**src/rtl/audio_pkg.sv**
```systemverilog
// Shared constants and types for the audio framing/serialising datapath.
package audio_pkg;
  localparam int SAMPLE_W  = 12;
  localparam int FRAME_LEN = 64;

  typedef logic [SAMPLE_W-1:0] sample_t;

  typedef enum logic {
    IDLE,
    STREAM
  } ser_state_e;
endpackage

```
**src/rtl/frame_slot.sv**
```systemverilog
// One frame of sample storage: parallel load, parallel out, indexed read.
module frame_slot #(
  parameter int SAMPLE_W  = audio_pkg::SAMPLE_W,
  parameter int FRAME_LEN = audio_pkg::FRAME_LEN
) (
  input  logic                         clk,
  input  logic                         load,
  input  logic [SAMPLE_W-1:0]          din [0:FRAME_LEN-1],
  input  logic [$clog2(FRAME_LEN)-1:0] rd_idx,
  output logic [SAMPLE_W-1:0]          rd_data,
  output logic [SAMPLE_W-1:0]          dout [0:FRAME_LEN-1]
);
  logic [SAMPLE_W-1:0] mem [0:FRAME_LEN-1];

  always_ff @(posedge clk) begin
    if (load) mem <= din;
  end

  assign rd_data = mem[rd_idx];
  assign dout    = mem;
endmodule

```
**src/rtl/frame_serializer.sv**
```systemverilog
// Double-buffered frame-to-stream converter with valid/ready output.
module frame_serializer #(
  parameter int SAMPLE_W  = audio_pkg::SAMPLE_W,
  parameter int FRAME_LEN = audio_pkg::FRAME_LEN
) (
  input  logic                         clk,
  input  logic                         rst,
  input  logic [SAMPLE_W-1:0]          frame_in [0:FRAME_LEN-1],
  input  logic                         frame_valid,
  output logic                         frame_accept,
  output logic                         overrun,
  output logic [SAMPLE_W-1:0]          sample_out,
  output logic                         sample_valid,
  input  logic                         sample_ready,
  output logic [$clog2(FRAME_LEN)-1:0] sample_index,
  output logic                         sample_last,
  output logic                         busy
);
  import audio_pkg::*;

  localparam int IDX_W = $clog2(FRAME_LEN);
  localparam logic [IDX_W-1:0] LAST_IDX = IDX_W'(FRAME_LEN - 1);

  ser_state_e       state;
  logic             pend_valid;
  logic [IDX_W-1:0] idx;

  logic xfer, last_xfer;
  logic act_load, act_from_pend, pend_load, accept_d, drop_d;

  logic [SAMPLE_W-1:0] act_din        [0:FRAME_LEN-1];
  logic [SAMPLE_W-1:0] pend_dout      [0:FRAME_LEN-1];
  logic [SAMPLE_W-1:0] act_dout_unused[0:FRAME_LEN-1];
  logic [SAMPLE_W-1:0] act_rd;
  logic [SAMPLE_W-1:0] pend_rd_unused;

  // A last transfer frees one slot in the same cycle, so a frame arriving
  // then is accepted even with pending full.
  always_comb begin
    xfer          = (state == STREAM) && sample_ready;
    last_xfer     = xfer && (idx == LAST_IDX);
    act_load      = 1'b0;
    act_from_pend = 1'b0;
    pend_load     = 1'b0;
    accept_d      = 1'b0;
    drop_d        = 1'b0;
    if (frame_valid) begin
      if (state == IDLE) begin
        act_load = 1'b1;
        accept_d = 1'b1;
      end else if (!pend_valid) begin
        if (last_xfer) act_load  = 1'b1;
        else           pend_load = 1'b1;
        accept_d = 1'b1;
      end else if (last_xfer) begin
        pend_load = 1'b1;
        accept_d  = 1'b1;
      end else begin
        drop_d = 1'b1;
      end
    end
    if (last_xfer && pend_valid) begin
      act_load      = 1'b1;
      act_from_pend = 1'b1;
    end
    for (int unsigned i = 0; i < FRAME_LEN; i++)
      act_din[i] = act_from_pend ? pend_dout[i] : frame_in[i];
  end

  always_ff @(posedge clk) begin
    if (rst) begin
      state        <= IDLE;
      pend_valid   <= 1'b0;
      idx          <= '0;
      frame_accept <= 1'b0;
      overrun      <= 1'b0;
    end else begin
      frame_accept <= accept_d;
      overrun      <= drop_d;
      unique case (state)
        IDLE: begin
          idx <= '0;
          if (frame_valid) state <= STREAM;
        end
        STREAM: begin
          if (xfer) idx <= idx + 1'b1;
          if (last_xfer && !pend_valid && !frame_valid) state <= IDLE;
          if (pend_load)      pend_valid <= 1'b1;
          else if (last_xfer) pend_valid <= 1'b0;
        end
      endcase
    end
  end

  frame_slot #(.SAMPLE_W(SAMPLE_W), .FRAME_LEN(FRAME_LEN)) u_active (
    .clk    (clk),
    .load   (act_load),
    .din    (act_din),
    .rd_idx (idx),
    .rd_data(act_rd),
    .dout   (act_dout_unused)
  );

  frame_slot #(.SAMPLE_W(SAMPLE_W), .FRAME_LEN(FRAME_LEN)) u_pending (
    .clk    (clk),
    .load   (pend_load),
    .din    (frame_in),
    .rd_idx (idx),
    .rd_data(pend_rd_unused),
    .dout   (pend_dout)
  );

  assign sample_valid = (state == STREAM);
  assign sample_out   = sample_valid ? act_rd : '0;
  assign sample_index = idx;
  assign sample_last  = sample_valid && (idx == LAST_IDX);
  assign busy         = sample_valid || pend_valid;
endmodule

```
**config.mk**
```make
export PLATFORM = sky130hd
export DESIGN_NAME = frame_serializer
export DESIGN_NICKNAME = d
export VERILOG_FILES = /design/src/rtl/audio_pkg.sv /design/src/rtl/frame_slot.sv /design/src/rtl/frame_serializer.sv
export SDC_FILE = /design/constraint.sdc
export NUM_CORES = 1
export LEC_CHECK = 0
export BUFFER_PORTS_ARGS = -buffer_cell sky130_fd_sc_hd__buf_2
export CAP_MARGIN = 0
export CORE_MARGIN = 3
export CORE_UTILIZATION = 35
export DETAILED_ROUTE_END_ITERATION = 7
export PLACE_DENSITY = 0.53
export RECOVER_POWER = 25
export SLEW_MARGIN = 10
export SYNTH_ARGS = -nofsm -noshare
export SYNTH_HDL_FRONTEND = slang
export SYNTH_SLANG_ARGS = --single-unit
export TNS_END_PERCENT = 10
```
**constraint.sdc**
```tcl
create_clock -name clk -period 61.8 [get_ports clk]
set_clock_uncertainty 0.15 [all_clocks]
set_input_delay 3.09 -clock clk [delete_from_list [all_inputs] [get_ports clk]]
set_output_delay 3.09 -clock clk [all_outputs]
set_load 0.01 [all_outputs]
```
# After elaboration in Yosys (flattened, before gate mapping)
# Cells that the tools add are included.
totals:
  reg_bits: 1546
  latch_bits: 0
  ramBits: 0
  romBits: 0
  inputBits: 772
  output_inout_bits: 23
  word_cells: 241
  memories: 0
op_classes:
  addsub: 1
  multipliers: 0
  div: 0
  n_lt_le_gt_ge: 1
  n_eq_ne: 2
  shift: 0
  n_mux: 87
  bitwise_logic: 4
  n_reduce_logical: 13
ops:
  columns: ["op", "n"]
  rows:
  - ["$mux 12", 67]
  - ["$bmux 12 s6", 1]
  - ["$mux 1", 16]
  - ["$pmux 6 s2", 1]
  - ["$ge 7x7->1 const B", 1]
  - ["$not 6->7", 1]
  - ["$add 6x1->6 const B", 1]
  - ["$eq 6x6->1 const B", 1]
  - ["$logic_and 1x1->1", 6]
  - ["$mux 6", 1]
  - ["$reduce_or 4->1", 1]
  - ["$not 1->1", 3]
  - ["$logic_not 1->1", 2]
  - ["$ne 2x1->1 const B", 1]
  - ["$pmux 1 s2", 1]
  - ["$reduce_and 2->1", 1]
  - ["$reduce_bool 2->1", 1]
  - ["$reduce_or 2->1", 1]
  - ["$logic_or 1x1->1", 1]

# Longest topological paths before layout
# Gate-level depths: netlist of the first run.
logic_depth:
  ltp_word: 8
  mapped_depth: 12

# Cells and area by module
# Synthesis of the first run repeated with hierarchy kept, for this count alone.
hier_totals:
  hier_cells: 3399
  hier_area_um2: 70596.5
modules_own_cells:
  columns: ["module", "instances", "cells_each", "area_each_um2", "seq_area_each_um2"]
  rows:
  - ["frame_slot", 2, 1239, 29376.9, 23062.1]
  - ["frame_serializer", 1, 921, 11842.6, 200.2]

# Worst setup path after synthesis of the first run
# Ideal clock, no wire load.
synth_timing:
  kind: "input -> register"
  start: "in sample_ready"
  end: "reg u_pending.mem, in the netlist u_pending.dout[0] (enable)"
  setup_time_ps: 1243
  arrival_time_ps: 21045
  t_required_ps: 60407
  setup_slack_ps: 39362
  path_stages: 5
  path_buffers: 1
  cell_sequence: "clkbuf_1 -> nand3_1 -> inv_1 -> ha_1 -> and3_1"
synth_between:
  elab_chain_cells: 6
  word_cells_on_any_way: 7
  classes_between: "mux: 5; reduce/logical: 2"
synth_rtl:
  columns: ["item", "line_no", "text"]
  rows:
  - ["from (decl)", "frame_serializer.sv:14", "input logic sample_ready,"]
  - ["$logic_and 1x1->1 (*)", "frame_serializer.sv:40", "xfer = (state == STREAM) && sample_ready;"]
  - ["$logic_and 1x1->1 (*)", "frame_serializer.sv:41", "last_xfer = xfer && (idx == LAST_IDX);"]
  - ["$mux 1 (on tied branches)", "frame_serializer.sv:52, frame_serializer.sv:55", null]
  - ["$mux 1 (*)", "frame_serializer.sv:51", "end else if (!pend_valid) begin"]
  - ["$mux 1 (*)", "frame_serializer.sv:48", "if (state == IDLE) begin"]
  - ["$mux 1 (*)", "frame_serializer.sv:47", "if (frame_valid) begin"]
  - ["net pend_load", "frame_serializer.sv:29", "logic act_load, act_from_pend, pend_load, accept_d, drop_d;"]
  - ["to (signal assigned)", "frame_slot.sv:16", "if (load) mem <= din;"]
  - ["to (decl)", "frame_slot.sv:13", "logic [SAMPLE_W-1:0] mem [0:FRAME_LEN-1];"]
# Mark *: on every way through the listed nets, which the timed path passes. The rest lies on a longest branch.
# A chain may end at the register's enable or synchronous reset.

# Worst setup path after layout of the first run
layout_timing:
  start: "reg idx[1], in the netlist sample_index[1]"
  end: "out sample_out[4]"
layout_between:
  elab_chain_cells: 5
layout_rtl:
  columns: ["item", "line_no", "text"]
  rows:
  - ["from (decl)", "frame_serializer.sv:26", "logic [IDX_W-1:0] idx;"]
  - ["from (signal assigned)", "frame_serializer.sv:86", "if (xfer) idx <= idx + 1'b1;"]
  - ["$not 6->7", null, null]
  - ["$bmux 12 s6", "frame_slot.sv:19", "assign rd_data = mem[rd_idx];"]
  - ["$mux 12 (not written as such) (2 in series)", "frame_slot.sv:19", null]
  - ["$mux 12", "frame_serializer.sv:114", "assign sample_out = sample_valid ? act_rd : '0;"]
  - ["to (decl)", "frame_serializer.sv:12", "output logic [SAMPLE_W-1:0] sample_out,"]
# No other way between the ends. The select of a mux whose other input is x is not followed.

==> impl_metrics.ini, run 1 <==
[final_layout]
area_growth_pct = 18.5
final_nets = 4599
layout.area.seq_sq_mm = 0.0463
final_cell_mix = edfxtp_1, mux2_2, clkbuf_1
final_area_sq_mm = 0.0733
final_core_util_pct = 41.9
n_fill_cell = 15800
final_common_cell = edfxtp_1
multiInputGateArea_sq_mm = 0.0147
layout-drive-gt1-share_pct = 38.3

[floorplan]
core-area_sq_mm = 0.175
dieWidth_um = 426
die_area_sq_mm = 0.182
start_util_pct = 35.4
io_pins = 795
rows = 153
die_h_um = 426

[yosys]
ys_warn_count = 0
ys_ff_latch = 1546
synth_fa_ha_area_share_pct = 0.0809
syn_inst = 2967
synth_top_family_by_area = multiplexers
synth_nets = 3743
muxShareOfSynthArea_pct = 21.1
synth_compound_area_share_pct = 1.67
async_reset_ff_share_pct = 0
synth-simple-area-share_pct = 0.813
yosys.area_share.xor_xnor_pct = 0.0566
synth_area_sq_mm = 0.0619
syn_area_per_cell_sq_um = 20.8
synth_flop_cell = edfxtp_1
synth_edf_count = 1536
synth.distinct_cells = 50
synth-seq-area-share_pct = 74.9

[clocking]
root_buffer = clkbuf_16
ctsHoldBuffers = 0
cts.sinks = 1546
htreeDepth = 4
clockBufferDepth = 3
path_clk_slew_ns = 0.06
cts_tree = built
numCtsBuffers = 171
ctsResizeCount = 0
clock_latency_ns = 0.81
cts_setup_buffers = 0

[timing]
slew_viol_final = 0
period_share_pct = 13.7
finalSetupViolCount = 0
hold_violations = 0
rsz0062_at_grt = no
max-slew-margin-rel_pct = 22.0
fmax_mhz = 118
period_needed_ns = 8.49
tightest_slew_ns = 1.17
layout_setup_ws_ns = 53.31
tns_ns = 0

[routing]
drt_first_pass_iters = 7
dr.first_iter.drc_count = 2624
drcViolationCount = 0
wl_per_cell_um = 28.0
totalWireLength_mm = 177
vias_per_cell = 5.06
antenna_left = 0
vias = 32000

[min_path]
hold_class = register to register

[setup_path]
path_depth = 8
crit_path_end_kind = output pin
arrival_ns = 5.25
crit_type = register to output pin
rr_worst_depth = 10
path_max_fanout = 102
ff2ff_setup_slack_ns = 55.01
startpoint = sample_index[1]
critPathTopFamily = buffers and inverters
slowest_stage = dfxtp_4
slowest_delay_ns = 0.80
cp_num_buf_inv = 3
crit_path_start_kind = register
critPathRequiredTime_ns = 58.56
cp_cell_sequence = buf_12 -> buf_4 -> mux4_2 -> a22oi_1 -> and3_1 -> a211oi_1 -> a221o_1 -> buf_2
rr_endpoint = u_active.dout[572]
worstSetupEndpoint = sample_out[4]
worstReg2RegStart = sample_index[3]

[global_route]
grt-ovfl-total = 0
grt_max_degree = 160
grt_pass1_vias = 32900
grt_pass1_wl_mm = 248
antenna_found_initial = 158
grtUsageTotal_pct = 19.2

[pwr]
p_switching_uw = 507
p_leak_uw = 0.0234
p_per_area_mw_per_mm2 = 32.0
seqPwrFrac_pct = 52.3
swShare_pct = 21.6
p_int_uw = 1840
share_comb_of_total_power_pct = 4.9
pwr-share-clk_pct = 42.8
vdd_drop_max_v = 0.0000234

[place]
portBuffers = 794
finalWeightedCongestion = 0.828
dpl-instance-area_sq_mm = 0.0684
dp.final_hpwl_mm = 124
dp_slack_ns = 53.64

[run]
cap_violations = 0

[run_status]
status = finished clean
==> logic make-up (layout without fill, tap and decap cells) <==
group	Yosys count	count (layout)
compound gates	141	141
flops	1546	1546
buf+inv	162	1156
mux	1008	1008
other cells	0	44
fa+ha+maj	4	4
simple gates	102	102
xor+xnor	4	4
==> synth_stat cells (all sizes together), types with 8 or more instances <==
| cell | instances | share of area, % |
|---|---|---|
| a211oi | 15 | 0.18 |
| nor2 | 24 | 0.15 |
| o21ai | 19 | 0.15 |
| nor3 | 12 | 0.097 |
| a22oi | 50 | 0.61 |
| edfxtp | 1536 | 75 |
| a22o | 8 | 0.11 |
| o22ai | 11 | 0.11 |
| buf | 89 | 0.93 |
| nand2 | 31 | 0.19 |
| o221ai | 9 | 0.13 |
| nor2b | 10 | 0.10 |
| mux2i | 78 | 1.3 |
| clkbuf | 69 | 0.42 |
| a21oi | 12 | 0.097 |
| mux2 | 769 | 14 |
| dfxtp | 10 | 0.32 |
| mux4 | 161 | 5.9 |
==> per-layer routing <==
metal | part of all wire (%) | vias up | wire, um | track usage (%)
met2 | 52 | 1032 | 91800 | 33.4
met3 | 5.3 | 438 | 9330 | 3.52
met5 | 0.053 | - | 94 | 0
met1 | 39 | 16600 | 69900 | 23.8
li1 | - | 14000 | - | -
met4 | 3.6 | 14 | 6400 | 6.72
==> worst reg2reg max path, stage by stage (launching register included) <==
cell and delay, ns:
dfxtp_2 0.55, buf_4 0.41, and2_1 0.73, nor3b_1 0.35, nand3_1 0.17, inv_1 0.17
ha_4 0.59, a21o_4 0.60, buf_4 0.91, buf_12 0.70, buf_4 1.00
==> power by group through the flow <==
| stage | sequential (uW) | combinational [uW] | clock (uW) |
|---|---|---|---|
| finish | 1230 | 115 | 1000 |
| global route | 1230 | 125 | 1070 |
| global placement | 1250 | 120 | 0 |
| floorplan | 1280 | 59.3 | 0 |
| detailed placement | 1250 | 121 | 0 |
| CTS | 1230 | 122 | 1030 |
==> metrics by stage <==
step | hold WS, ns | power, uW | cells
floorplan | 0.334 | 1340 | 2967
global placement | 0.373 | 1370 | 5975
detailed placement | 0.380 | 1370 | 5975
CTS | 0.379 | 2380 | 6286
global route | 0.400 | 2430 | 6317
finish | 0.379 | 2340 | 6330
==> how the worst min path moves through the flow <==
stage | start | end | slack, ns | cells after the start
2_1_floorplan | pend_valid | overrun | 0.33 | 2
3_3_place_gp | sample_index[5] | sample_index[5] | 0.37 | 2
3_5_place_dp | u_pending.dout[711] | u_active.dout[711] | 0.38 | 1
4_1_cts | u_pending.dout[290] | u_active.dout[290] | 0.38 | 1
5_1_grt | u_pending.dout[191] | u_active.dout[191] | 0.40 | 1
6_report | u_pending.dout[68] | u_active.dout[68] | 0.38 | 1
==> sequential cells by signal, indices dropped and copies added, names as in the netlist <==
| register | count |
|---|---|
| sample_index | 6 |
| pend_valid | 1 |
| u_pending.dout | 768 |
| u_active.dout | 768 |
| sample_valid | 1 |
| frame_accept | 1 |
| overrun | 1 |
==> area by class of cell <==
class / instances / share of cell area, %
flip-flops and latches: 1546 / 63.2
multi-input cells: 1259 / 20.1
clock buffers: 204 / 6.09
repair buffers: 841 / 5.12
well taps: 2325 / 3.97
clock inverters: 107 / 1.36
diodes: 44 / 0.150
inverters: 4 / 0.0205
(Power assumes the default switching activity.)
==> run 2, diff against run 1 <==
- ABC_AREA: unset -> 1
- PLACE_DENSITY: 0.53 -> 0.55
- clock period: 61.8 -> 7.1 ns (I/O delays scaled with it)
==> impl_metrics.ini, run 2 <==
[floorplan]
io_pins = 795
dieWidth_um = 437
rows = 157
core-area_sq_mm = 0.184
start_util_pct = 35.4
die_area_sq_mm = 0.191
die_h_um = 437

[timing]
hold_violations = 0
period_share_pct = 76.8
period_needed_ns = 5.45
tns_ns = 0
slew_viol_final = 0
rsz0062_at_grt = no
fmax_mhz = 183
finalSetupViolCount = 0
holdWs_ns = 0.0942
max-slew-margin-rel_pct = 11.8
tightest_slew_ns = 1.32

[setup_path]
arrival_ns = 4.95
crit_path_end_kind = output pin
cp_cell_sequence = buf_4 -> buf_4 -> nand2_1 -> nand3_1 -> nand3_1 -> nand2_1 -> nand2_1 -> nand2_1 -> nor2_1 -> nor2_1 -> buf_2
startpoint = sample_index[1]
ff2ff_setup_slack_ns = 1.71
slowest_stage = dfxtp_1
path_max_fanout = 58
critPathRequiredTime_ns = 6.59
slowest_delay_ns = 1.08
crit_type = register to output pin
worstReg2RegStart = sample_index[1]
cp_common_cell = nand2_1
crit_path_start_kind = register
rr_worst_depth = 11
rr_endpoint = u_active.dout[508]

[yosys]
ys_ff_latch = 1546
yosys-top-cells-count = nand2_1, edfxtp_1, nand3_1
synth_area_leaders = edfxtp_1, nand2_1, nand3_1, inv_1, nor2_1
synth_edf_count = 1536
synth-seq-area-share_pct = 71.1
synth_top_area_share_pct = 70.8
synth_flop_cell = edfxtp_1
synth.distinct_cells = 26
syn_area_per_cell_sq_um = 10.3
synth_nets = 7077
synth_top_cell_by_area = edfxtp_1
ys_warn_count = 0
yosysMostFrequentCell = nand2_1
synth_area_sq_mm = 0.0651
async_reset_ff_share_pct = 0
syn_inst = 6301

[pwr]
p_per_area_mw_per_mm2 = 249
vdd_drop_max_v = 0.000193
total_power_uw = 20800
p_leak_uw = 0.0338

[global_route]
antenna_found_initial = 42
grtUsageTotal_pct = 23.0
grt-ovfl-total = 0
grt_pass1_wl_mm = 327
grt_pass1_vias = 49200
grt_max_degree = 240

[routing]
totalWireLength_mm = 225
vias = 49800
drcViolationCount = 0
wl_per_cell_um = 21.6
drt_first_pass_iters = 6
antenna_left = 0
vias_per_cell = 4.79
dr.first_iter.drc_count = 4799

[final_layout]
area_growth_pct = 28.3
n_fill_cell = 17400
final_cell_mix = nand2_1, edfxtp_1, clkbuf_1
final_common_cell = nand2_1
final_core_util_pct = 45.4
layoutNonFillerInstCount = 10400
final_nets = 8536
layout-drive-gt1-share_pct = 4.56

[run_status]
status = finished clean

[min_path]
hold_depth = 2
min_to = u_pending.dout[249]
worstHoldStart = frame_in[249]
hold_class = input port to register

[place]
placed_cells = 9279
dp.final_hpwl_mm = 140
portBuffers = 794
finalWeightedCongestion = 0.856

[clocking]
cts_setup_buffers = 0
cts.sinks = 1546
ctsHoldBuffers = 772
cts_tree = built
ctsResizeCount = 0
clockBufferDepth = 3
clock_latency_ns = 0.82
numCtsBuffers = 171
root_buffer = clkbuf_16
htreeDepth = 4
path_clk_slew_ns = 0.06

[run]
cap_violations = 0
## run 2: cell types whose count changed in the layout (fill, tap and decap cells not counted), sizes merged, moves of 13 or more
cell,delta
nand3,+320
a22oi,-50
a211oi,-13
clkbuf,+251
buf,-221
clkinv,-17
nor2,+211
mux4,-161
mux2,-769
dlygate4sd3,+772
o21ai,+65
inv,+273
mux2i,-78
nand2,+3434
## run 2: per-stage QoR
| step | area (sq um) | setup WS [ns] |
|---|---|---|
| 6_report | 83500 | 1.65 |
| 2_1_floorplan | 65200 | -7.18 |
| 3_5_place_dp | 71300 | 1.95 |
| 4_1_cts | 84300 | 1.83 |
| 3_3_place_gp | 71300 | 1.97 |
| 5_1_grt | 83500 | 1.36 |
## run 2: logic make-up (layout without fill, tap and decap cells)
logic type | Yosys count | count (layout) | synth area share (%)
and+or+nand+nor | 4030 | 4030 | 23.9
DFF | 1546 | 1546 | 71.1
buffers and inverters | 611 | 2204 | 4.02
AOI/OAI and AO/OA | 110 | 110 | 0.855
adders and majority gates | 4 | 4 | 0.0769
other | 0 | 34 | 0
## run 2: report_power, final
part | internal [uW] | switching (uW)
sequential | 10600 | 105
clock | 4800 | 3760
combinational | 586 | 973
total | 16000 | 4840
## run 2: how the worst max path moves through the flow
| stage | slack [ns] | endpoint | cells after the start |
|---|---|---|---|
| floorplan | -7.18 | u_active.dout[0] | 11 |
| CTS | 1.83 | sample_out[3] | 13 |
| global route | 1.36 | u_active.dout[385] | 9 |
| detailed placement | 1.95 | u_active.dout[401] | 10 |
| global placement | 1.97 | u_active.dout[425] | 10 |
| finish | 1.65 | sample_out[9] | 11 |
## run 2: metal layers
metal  GRT usage, %  routed length, um  vias to the layer above
met5              0                 38                        -
met4           15.9              17500                        6
met3           3.66              14100                      632
met2           36.5             105000                     2129
met1           28.9              87900                    23600
li1               -                  -                    23400
## run 2: critical path: cells and delay by family, from the launching register on
kind | cells | cell delay (ns)
buffers and inverters | 3 | 1.70
flip-flops | 1 | 1.08
AND/OR/NAND/NOR | 8 | 1.24
## run 2: area by class of cell
| cell class | instances | area (sq um) | share of cell area, % |
|---|---|---|---|
| clock inverters | 76 | 742 | 0.888 |
| well taps | 2464 | 3080 | 3.69 |
| flip-flops and latches | 1546 | 46300 | 55.5 |
| multi-input cells | 4144 | 16200 | 19.4 |
| diodes | 34 | 85.1 | 0.102 |
| inverters | 281 | 1100 | 1.32 |
| repair buffers | 1616 | 11300 | 13.6 |
| clock buffers | 231 | 4580 | 5.48 |
